===== src/rtl/q_action_select.sv =====
// Buffers one Q vector, scans it for the max (ties keep the lowest index), then emits an epsilon-greedy action;
// strobe N+2 edges after the last beat; no backpressure, beats arriving while busy are dropped and flagged on o_error.
module q_action_select #(
   parameter int          DATA_WIDTH            = 32,
   parameter int          ADDR_WIDTH            = 3,
   parameter int          NUMBER_OF_OUTPUT_NODE = 3,
   parameter int          ACTION_WIDTH          = 2,
   parameter logic [15:0] EPSILON               = 16'h0CCD,
   parameter logic [15:0] LFSR_SEED             = 16'hACE1
) (
   input  logic                    clk,
   input  logic                    rst,
   input  logic                    i_data_valid,
   input  logic [ADDR_WIDTH-1:0]   i_data_addr,
   input  logic [DATA_WIDTH-1:0]   i_data,
   input  logic                    i_explore_enable,
   output logic [ACTION_WIDTH-1:0] o_action,
   output logic [DATA_WIDTH-1:0]   o_q_max,
   output logic                    o_greedy,
   output logic                    o_action_valid,
   output logic                    o_busy,
   output logic                    o_error
);

   localparam int N = NUMBER_OF_OUTPUT_NODE;
   localparam logic [1:0] S_COLLECT = 2'd0;
   localparam logic [1:0] S_COMPARE = 2'd1;
   localparam logic [1:0] S_DONE    = 2'd2;
   localparam logic [15:0] SEED = (LFSR_SEED == 16'h0000) ? 16'h0001 : LFSR_SEED;
   localparam logic [N-1:0] MASK_FULL = {N{1'b1}};
   localparam logic [ACTION_WIDTH-1:0] LAST_IDX = ACTION_WIDTH'(N - 1);

   logic [DATA_WIDTH-1:0]   q_buf [N];
   logic [1:0]              state_q, state_d;
   logic [N-1:0]            mask_q, mask_d, hit;
   logic [ACTION_WIDTH-1:0] idx_q, idx_d;
   logic [DATA_WIDTH-1:0]   best_q, best_d;
   logic [ACTION_WIDTH-1:0] best_idx_q, best_idx_d;
   logic [15:0]             lfsr_q, lfsr_d;
   logic [ACTION_WIDTH-1:0] rand_q, rand_d;
   logic                    explore_q, explore_d;
   logic [ACTION_WIDTH-1:0] rand_pick_q, rand_pick_d;
   logic [ACTION_WIDTH-1:0] action_q, action_d;
   logic [DATA_WIDTH-1:0]   q_max_q, q_max_d;
   logic                    greedy_q, greedy_d;
   logic                    valid_q, valid_d;
   logic                    error_q, error_d;
   logic                    addr_ok, wr_en;
   logic [DATA_WIDTH-1:0]   cur;

   // Strict IEEE-754 greater-than: NaN never wins, but anything non-NaN beats a NaN incumbent.
   function automatic logic fp_gt(input logic [DATA_WIDTH-1:0] a, input logic [DATA_WIDTH-1:0] b);
      logic a_nan, b_nan, res;
      a_nan = (a[30:23] == 8'hFF) && (a[22:0] != 23'd0);
      b_nan = (b[30:23] == 8'hFF) && (b[22:0] != 23'd0);
      if (a_nan)
         res = 1'b0;
      else if (b_nan)
         res = 1'b1;
      else if ((a[DATA_WIDTH-2:0] == '0) && (b[DATA_WIDTH-2:0] == '0))
         res = 1'b0;
      else if (a[DATA_WIDTH-1] != b[DATA_WIDTH-1])
         res = ~a[DATA_WIDTH-1];
      else if (!a[DATA_WIDTH-1])
         res = a[DATA_WIDTH-2:0] > b[DATA_WIDTH-2:0];
      else
         res = a[DATA_WIDTH-2:0] < b[DATA_WIDTH-2:0];
      return res;
   endfunction

   assign addr_ok = (32'(i_data_addr) < 32'(N));
   assign wr_en   = (state_q == S_COLLECT) && i_data_valid && addr_ok;

   always_comb begin
      hit = '0;
      cur = q_buf[0];
      for (int i = 0; i < N; i++) begin
         hit[i] = (i_data_addr == ADDR_WIDTH'(i));
         if (idx_q == ACTION_WIDTH'(i))
            cur = q_buf[i];
      end
   end

   always_ff @(posedge clk) begin
      for (int i = 0; i < N; i++)
         if (wr_en && hit[i])
            q_buf[i] <= i_data;
   end

   always_comb begin
      state_d     = state_q;
      mask_d      = mask_q;
      idx_d       = idx_q;
      best_d      = best_q;
      best_idx_d  = best_idx_q;
      explore_d   = explore_q;
      rand_pick_d = rand_pick_q;
      action_d    = action_q;
      q_max_d     = q_max_q;
      greedy_d    = greedy_q;
      valid_d     = 1'b0;
      error_d     = error_q;
      lfsr_d      = {lfsr_q[14:0], lfsr_q[15] ^ lfsr_q[13] ^ lfsr_q[12] ^ lfsr_q[10]};
      rand_d      = (rand_q == LAST_IDX) ? '0 : rand_q + ACTION_WIDTH'(1);
      case (state_q)
         S_COLLECT: begin
            idx_d = '0;
            if (i_data_valid) begin
               if (addr_ok)
                  mask_d = mask_q | hit;
               else
                  error_d = 1'b1;
            end
            if (mask_d == MASK_FULL)
               state_d = S_COMPARE;
         end
         S_COMPARE: begin
            if (i_data_valid)
               error_d = 1'b1;
            if (idx_q == '0) begin
               best_d     = cur;
               best_idx_d = '0;
            end else if (fp_gt(cur, best_q)) begin
               best_d     = cur;
               best_idx_d = idx_q;
            end
            if (idx_q == LAST_IDX) begin
               state_d     = S_DONE;
               explore_d   = i_explore_enable && (lfsr_q < EPSILON);
               rand_pick_d = rand_q;
            end else begin
               idx_d = idx_q + ACTION_WIDTH'(1);
            end
         end
         S_DONE: begin
            if (i_data_valid)
               error_d = 1'b1;
            valid_d  = 1'b1;
            q_max_d  = best_q;
            action_d = explore_q ? rand_pick_q : best_idx_q;
            greedy_d = ~explore_q;
            mask_d   = '0;
            state_d  = S_COLLECT;
         end
         default: state_d = S_COLLECT;
      endcase
   end

   always_ff @(posedge clk) begin
      if (rst) begin
         state_q     <= S_COLLECT;
         mask_q      <= '0;
         idx_q       <= '0;
         best_q      <= '0;
         best_idx_q  <= '0;
         lfsr_q      <= SEED;
         rand_q      <= '0;
         explore_q   <= 1'b0;
         rand_pick_q <= '0;
         action_q    <= '0;
         q_max_q     <= '0;
         greedy_q    <= 1'b0;
         valid_q     <= 1'b0;
         error_q     <= 1'b0;
      end else begin
         state_q     <= state_d;
         mask_q      <= mask_d;
         idx_q       <= idx_d;
         best_q      <= best_d;
         best_idx_q  <= best_idx_d;
         lfsr_q      <= lfsr_d;
         rand_q      <= rand_d;
         explore_q   <= explore_d;
         rand_pick_q <= rand_pick_d;
         action_q    <= action_d;
         q_max_q     <= q_max_d;
         greedy_q    <= greedy_d;
         valid_q     <= valid_d;
         error_q     <= error_d;
      end
   end

   assign o_action       = action_q;
   assign o_q_max        = q_max_q;
   assign o_greedy       = greedy_q;
   assign o_action_valid = valid_q;
   assign o_busy         = (state_q == S_COMPARE) || (state_q == S_DONE);
   assign o_error        = error_q;

endmodule

===== config.mk =====
export PLATFORM = sky130hd
export DESIGN_NAME = q_action_select
export DESIGN_NICKNAME = d
export VERILOG_FILES = /design/src/rtl/q_action_select.sv
export SDC_FILE = /design/constraint.sdc
export NUM_CORES = 1
export LEC_CHECK = 0
export BUFFER_PORTS_ARGS = -buffer_cell sky130_fd_sc_hd__clkbuf_2
export CAP_MARGIN = 20
export CORE_ASPECT_RATIO = 0.75
export CORE_UTILIZATION = 45
export CTS_CLUSTER_SIZE = 25
export DETAILED_ROUTE_END_ITERATION = 6
export PLACE_DENSITY = 0.71
export SYNTH_ARGS = -nofsm -noshare
export SYNTH_HDL_FRONTEND = slang
export SYNTH_SLANG_ARGS = --single-unit

===== constraint.sdc =====
create_clock -name clk -period 4.08 [get_ports clk]
set_input_delay 1.224 -clock clk [delete_from_list [all_inputs] [get_ports clk]]
set_output_delay 1.224 -clock clk [all_outputs]
set_load 0.05 [all_outputs]

Word-level counts from Yosys, hierarchy flattened:

Memories as Yosys holds them, arrays and structs flattened.
Cells that the tools add are included.

* $add $sub $neg: 2
* magnitude comparators: 4
* equal/unequal tests: 17
* mux-type cells: 40
* bitwise logic cells: 6
* reduce and logical (&&, ||, !) cells: 30

Operators by type and width (number)
* 32-bit two-way mux: 6
* 32-bit OR reduction: 2
* 31-bit zero test: 2
* 23-bit nonzero test: 2
* 31-bit > comparator: 1
* 31-bit less-than comparator: 1
* 1-bit two-way mux: 19
* 8-bit equality test (second input constant): 2
* 16-bit by 12-bit less-than comparator with 1-bit output (second input constant): 1
* 2-bit two-way mux: 8
* 1-bit logical AND: 9
* 3-bit two-way mux: 3
* 2-bit != test (second input constant): 4
* 2-bit case mux with 2 select lines: 2
* 2-bit AND reduction: 4
* 2-bit nonzero test: 4
* 2-bit equality test (second input constant): 3
* 3-bit case mux with 2 select lines: 1
* 2-bit by 1-bit adder with 2-bit output (second input constant): 2
* 2-bit by 1-bit equality test with 1-bit output (second input constant): 2
* 2-bit zero test: 2
* 2-bit by 1-bit != test with 1-bit output (second input constant): 2
* 4-bit AND reduction: 1
* 2-bit OR reduction: 2
* other kinds (11): 14

* bits in registers: 99
* bits in writable memories: 96
* input port bits: 39
* output and inout port bits: 38
* logic and storage cells: 114
* memories: 1

Memory list
* q_buf: words 3, width 32, read ports 3, clocked after memory_dff 0, wr ports 1, line 33 `logic [DATA_WIDTH-1:0] q_buf [N];`

Longest topological paths before layout:

* word-level depth: 13
* depth in mapped cells: 17

Worst setup path after synthesis:

OpenSTA, ideal clock, no wires.

* path kind: in2reg
* start: input i_data_addr[2]
* end: memory q_buf[0][0] (enable)
* setup time: 0.422 ns
* arrival time: 3.112 ns
* data required time: 3.658 ns
* path slack: 0.546 ns
* cell stages on the path: 2
* cells stage by stage: or3b_2 > nor2_1

* cells in the longest elaborated chain, start to end: 8

Ends and longest elaborated chain
* start: declaration: line 14 `input logic [ADDR_WIDTH-1:0] i_data_addr,`
* 3-bit by 2-bit less-than comparator with 1-bit output: line 71 `assign addr_ok = (32'(i_data_addr) < 32'(N));`
* 1-bit logical AND: line 72 `assign wr_en = (state_q == S_COLLECT) && i_data_valid && addr_ok;`
* 1-bit logical AND: line 86 `if (wr_en && hit[i])`
* 1-bit two-way mux: line 86
* 1-bit two-way mux (not written as such): line 87 `q_buf[i] <= i_data;`
* 32-bit OR reduction (no line)
* 2-bit two-way mux (no line) or 1-bit two-way mux (tied branches) (2 in series)
* end: declaration: line 33

Parallel ways exist; a longest one is shown, timed or not.

Worst setup path in the final report:

* start: register idx_q[1]
* end: register best_q[8]

* cells in the longest elaborated chain, start to end: 13

Ends and longest elaborated chain
* start: declaration: line 36 `logic [ACTION_WIDTH-1:0] idx_q, idx_d;`
* start signal: assignment: line 168 `idx_q <= idx_d;`
* 2-bit by 1-bit equality test with 1-bit output: line 79 `if (idx_q == ACTION_WIDTH'(i))`
* 32-bit two-way mux: line 79
* 32-bit two-way mux (*): line 79
* named net cur[21]: line 49 `logic [DATA_WIDTH-1:0] cur;`
* 31-bit > comparator or 31-bit less-than comparator (tied branches): line 65, 67
* 1-bit two-way mux: line 64 `else if (!a[DATA_WIDTH-1])`
* 1-bit two-way mux: line 62 `else if (a[DATA_WIDTH-1] != b[DATA_WIDTH-1])`
* 1-bit two-way mux: line 60 `else if ((a[DATA_WIDTH-2:0] == '0) && (b[DATA_WIDTH-2:0] == '0))`
* 1-bit two-way mux: line 58 `else if (b_nan)`
* 1-bit two-way mux (*): line 56 `if (a_nan)`
* 1-bit two-way mux (*): line 120 `if (idx_q == '0) begin`
* 1-bit two-way mux (*): line 105 `case (state_q)`
* 2-bit nonzero test (no line) (*)
* 2-bit AND reduction (no line) (*)
* end signal: assignment: line 169 `best_q <= best_d;`
* end: declaration: line 37 `logic [DATA_WIDTH-1:0] best_q, best_d;`

The timed path passes the listed nets; every way through them passes the cells marked *. The select of a mux whose other input is x is not followed.
A chain may end at the register's enable or synchronous reset.

==> out/qor.csv <==
stage,metric,value,unit
logic_synthesis,Synth Warn #,0,
layout,Area Growth Syn to Fin,15.3,%
setup_path,Reg2Reg Depth,16,
setup_path,Critical Path Sink Type,flip-flop,
floorplanning,Die Area,0.0194,mm^2
global_route,largest net degree at the start of global routing,62,
global_route,initial antenna violation count,0,
floorplanning,Die H,121,um
cts,clock sink count,195,
detailed_routing,initial DRC count,436,
detailed_routing,routed len/inst,16.4,um
cts,Post-CTS Setup Repair Bufs,0,
cts,CTS Root Cell,clkbuf_16,
layout,fill count,1613,
logic_synthesis,Syn Area/Cell,11.4,um^2
setup_path,Setup crit start kind,flip-flop,
layout,fraction of layout cells with a size suffix above 1,21.7,%
timing,min cycle time layout,3.80,ns
logic_synthesis,Synth Flop Type,dfxtp_1,
setup_path,largest fanout on the critical path,32,
placement,Port Buffers,76,
timing,worst hold margin,0.440,ns
logic_synthesis,largest family of logic cells by synthesized area,simple AND/OR/NAND/NOR gates,
timing,fmax,263,MHz
detailed_routing,via count,5664,
logic_synthesis,leading area contributor after synthesis,edfxtp_1,
cts,"Reg clk slew, reported paths",0.07,ns
cts,CTS Buf Count,17,
timing,Worst-Margin Slew,1.02,ns
power_and_ir_drop,worst vdd ir,0.000282,V
layout,nets,894,
setup_path,FF-to-FF Start,idx_q[1],
timing,worst rel slew slack,30.4,%
layout,ANT cells,0,
detailed_routing,mean number of vias per cell,5.26,
detailed_routing,detailed-route wire length,17700,um
logic_synthesis,Post-Synth XOR/XNOR Area,0.413,%
setup_path,required time of the critical path,4.45,ns
cts,Clock Latency Late Sink,0.43,ns
cts,H-tree depth,4,
detailed_routing,1st-pass router iterations,5,
detailed_routing,top layer in use,met4,
power_and_ir_drop,P_leak,3.38,nW
global_route,grt ovf,0,
layout,FF+latch area,0.00486,mm^2
setup_path,CP Launch Point,idx_q[1],
logic_synthesis,asr flop ratio synth,0,%
logic_synthesis,synthesis-stage register bit count,195,
detailed_routing,met2 wire len,7230,um
timing,Clock Skews,0.0100,ns
flow_run,Max Cap Viol,0,
logic_synthesis,sequential area share after synthesis,57.3,%
logic_synthesis,Post-Syn Instances,741,
worst_hold_path,Hold Startpoint,lfsr_q[9],
logic_synthesis,post-synth top area share,34.0,%
floorplanning,I/O pin total,77,
floorplanning,Initial Utilization,46.0,%
global_route,Tot GR Track Use,19.1,%
detailed_routing,routed length on met3,1130,um
power_and_ir_drop,Power Density,397,mW/mm^2
timing,final hold violation count,0,
floorplanning,Rows,43,
logic_synthesis,adder-cell area share of the yosys netlist,5.60,%
timing,unrepaired setup endpoints after global routing,no,
layout,area of the multi-input gates,0.00326,mm^2
logic_synthesis,post-synth cell types,54,
cts,hold-fix buffer count after cts,0,
timing,# setup viols final,0,
timing,setup_tns,0,ns
placement,dpl hpwl,12100,um
detailed_routing,Post-DRT Antenna Nets,0,
cts,Max clock buf depth,2,
timing,Final Cycle Share,93.1,%
floorplanning,Core ar.,0.0185,mm^2
worst_hold_path,Worst Hold Path Cells,1,
status,outcome,"finished, final reports clean",
logic_synthesis,compound-cell area share of the yosys netlist,10.1,%
cts,TritonCTS clock tree,yes,
global_route,first-pass GRT wire length,28000,um
worst_hold_path,worst min-delay path class,flip-flop to flip-flop,
cts,CTS resizes,0,
logic_synthesis,Synthesized Nets,818,
logic_synthesis,Post-Syn Area,0.00848,mm^2
logic_synthesis,"top cells by area, synth","edfxtp_1 34%, dfxtp_1 23%, mux2i_1 7.8%, ha_1 5.6%, a21oi_2 2.8%",
logic_synthesis,Post-synth EDFFs,96,
global_route,number of global-route vias before repair,5122,
logic_synthesis,most instantiated cells after synthesis,"99 x dfxtp_1, 96 x edfxtp_1, 66 x mux2i_1, 57 x nor2_1, 52 x inv_1",
setup_path,Max stage delay on crit path,0.34,ns
detailed_routing,# DRC,0,
timing,Final Max Slew Viols,0,
logic_synthesis,mux contribution to synthesized area,10.5,%
logic_synthesis,Post-Synth Simple-Gate Area,11.3,%
setup_path,Slowest cell on crit path,mux2_1,
floorplanning,die width,161,um
placement,Routability Congestion,0.830,
setup_path,critical-path cell list,"inv_1, ha_1, buf_12, mux2_1, mux2i_1, inv_1, ha_1, nand4_1, nor4_1, and2_1, nor2b_1, a22oi_2, a2bb2oi_2, buf_4, nand3_1, a21oi_2",
logic_synthesis,leading cell type by number of instances after synthesis,dfxtp_1,
setup_path,CP arrival,4.17,ns
setup_path,critical path class,flip-flop to flip-flop,
detailed_routing,DRT met1 WL,9210,um
[worst paths after layout]
path / endpoint / slack, ns
worst max-delay path: best_q[8] / 0.28
worst min-delay path: lfsr_q[10] / 0.44
worst max register to register: best_q[8] / 0.28
worst min register to register: lfsr_q[10] / 0.44
[power breakdown]
part | internal [mW] | switching, mW | leakage, nW
clock | 0.916 | 0.738 | 0.280
sequential | 2.09 | 0.0140 | 1.67
combinational | 0.0454 | 0.0776 | 1.42
[flip-flops by register name (all words and copies together) (netlist names), 3 cells and up]
| register | cells |
|---|---|
| q_buf | 96 |
| lfsr_q | 16 |
| best_q | 32 |
| mask_q | 3 |
| o_q_max | 32 |
[placed cells by master (no fill, tap or decap), types with 11 or more instances in the layout]
cell       count
o21ai_0       26
ha_1          36
dfxtp_1       99
nor2_1        55
inv_1         52
a21oi_1       22
clkbuf_16     17
nand3_1       38
clkbuf_2      75
nand2_1       30
a21oi_2       28
nand4_1       11
o21ai_1       32
nor4_1        13
nor2b_1       14
buf_4         17
edfxtp_1      96
mux2i_1       66
[cell families after synthesis]
group                    after synthesis
adder cells (fa/ha/maj)               38
AND/OR/NAND/NOR                      194
multiplexers                          84
flip-flops                           195
buffers and inverters                 90
XOR/XNOR                               4
AO/OA/AOI/OAI                        136
[routing by layer]
metal  GRT usage [%]  up-vias
li1                -     2831
met1            30.3     2649
met2            25.2      173
met3            4.37       11
met4            5.18        0
met5               0        -
[critical path, delay by kind of cell (launching register included)]
| kind | cells | cell delay (ns) |
|---|---|---|
| adder cells (fa/ha/maj) | 2 | 0.51 |
| AO/OA/AOI/OAI | 3 | 0.47 |
| multiplexers | 2 | 0.64 |
| flip-flops | 1 | 0.33 |
| AND/OR/NAND/NOR | 5 | 0.99 |
| buffers and inverters | 4 | 0.78 |
[final cells by class]
cell class / count / area share [%]
inverters: 52 / 2.00
flip-flops and latches: 195 / 49.7
multi-input cells: 456 / 33.4
clock inverters: 13 / 1.55
well taps: 247 / 3.16
repair buffers: 95 / 5.76
clock buffers: 19 / 4.43
[per-stage QoR]
stage	instance area [um^2]	cells	total power, mW	worst slack [ns]	utilization, %
after floorplan	8480	741	2.21	0.546	-
after global placement	9180	1045	2.27	0.278	49.7
after detailed placement	9180	1045	2.27	0.226	49.7
after CTS	9760	1077	3.92	0.204	52.9
after global routing	9780	1077	4.02	0.0205	53.0
final	9780	1077	3.88	0.282	53.0
Note: power is estimated with default switching activity, not from simulation.
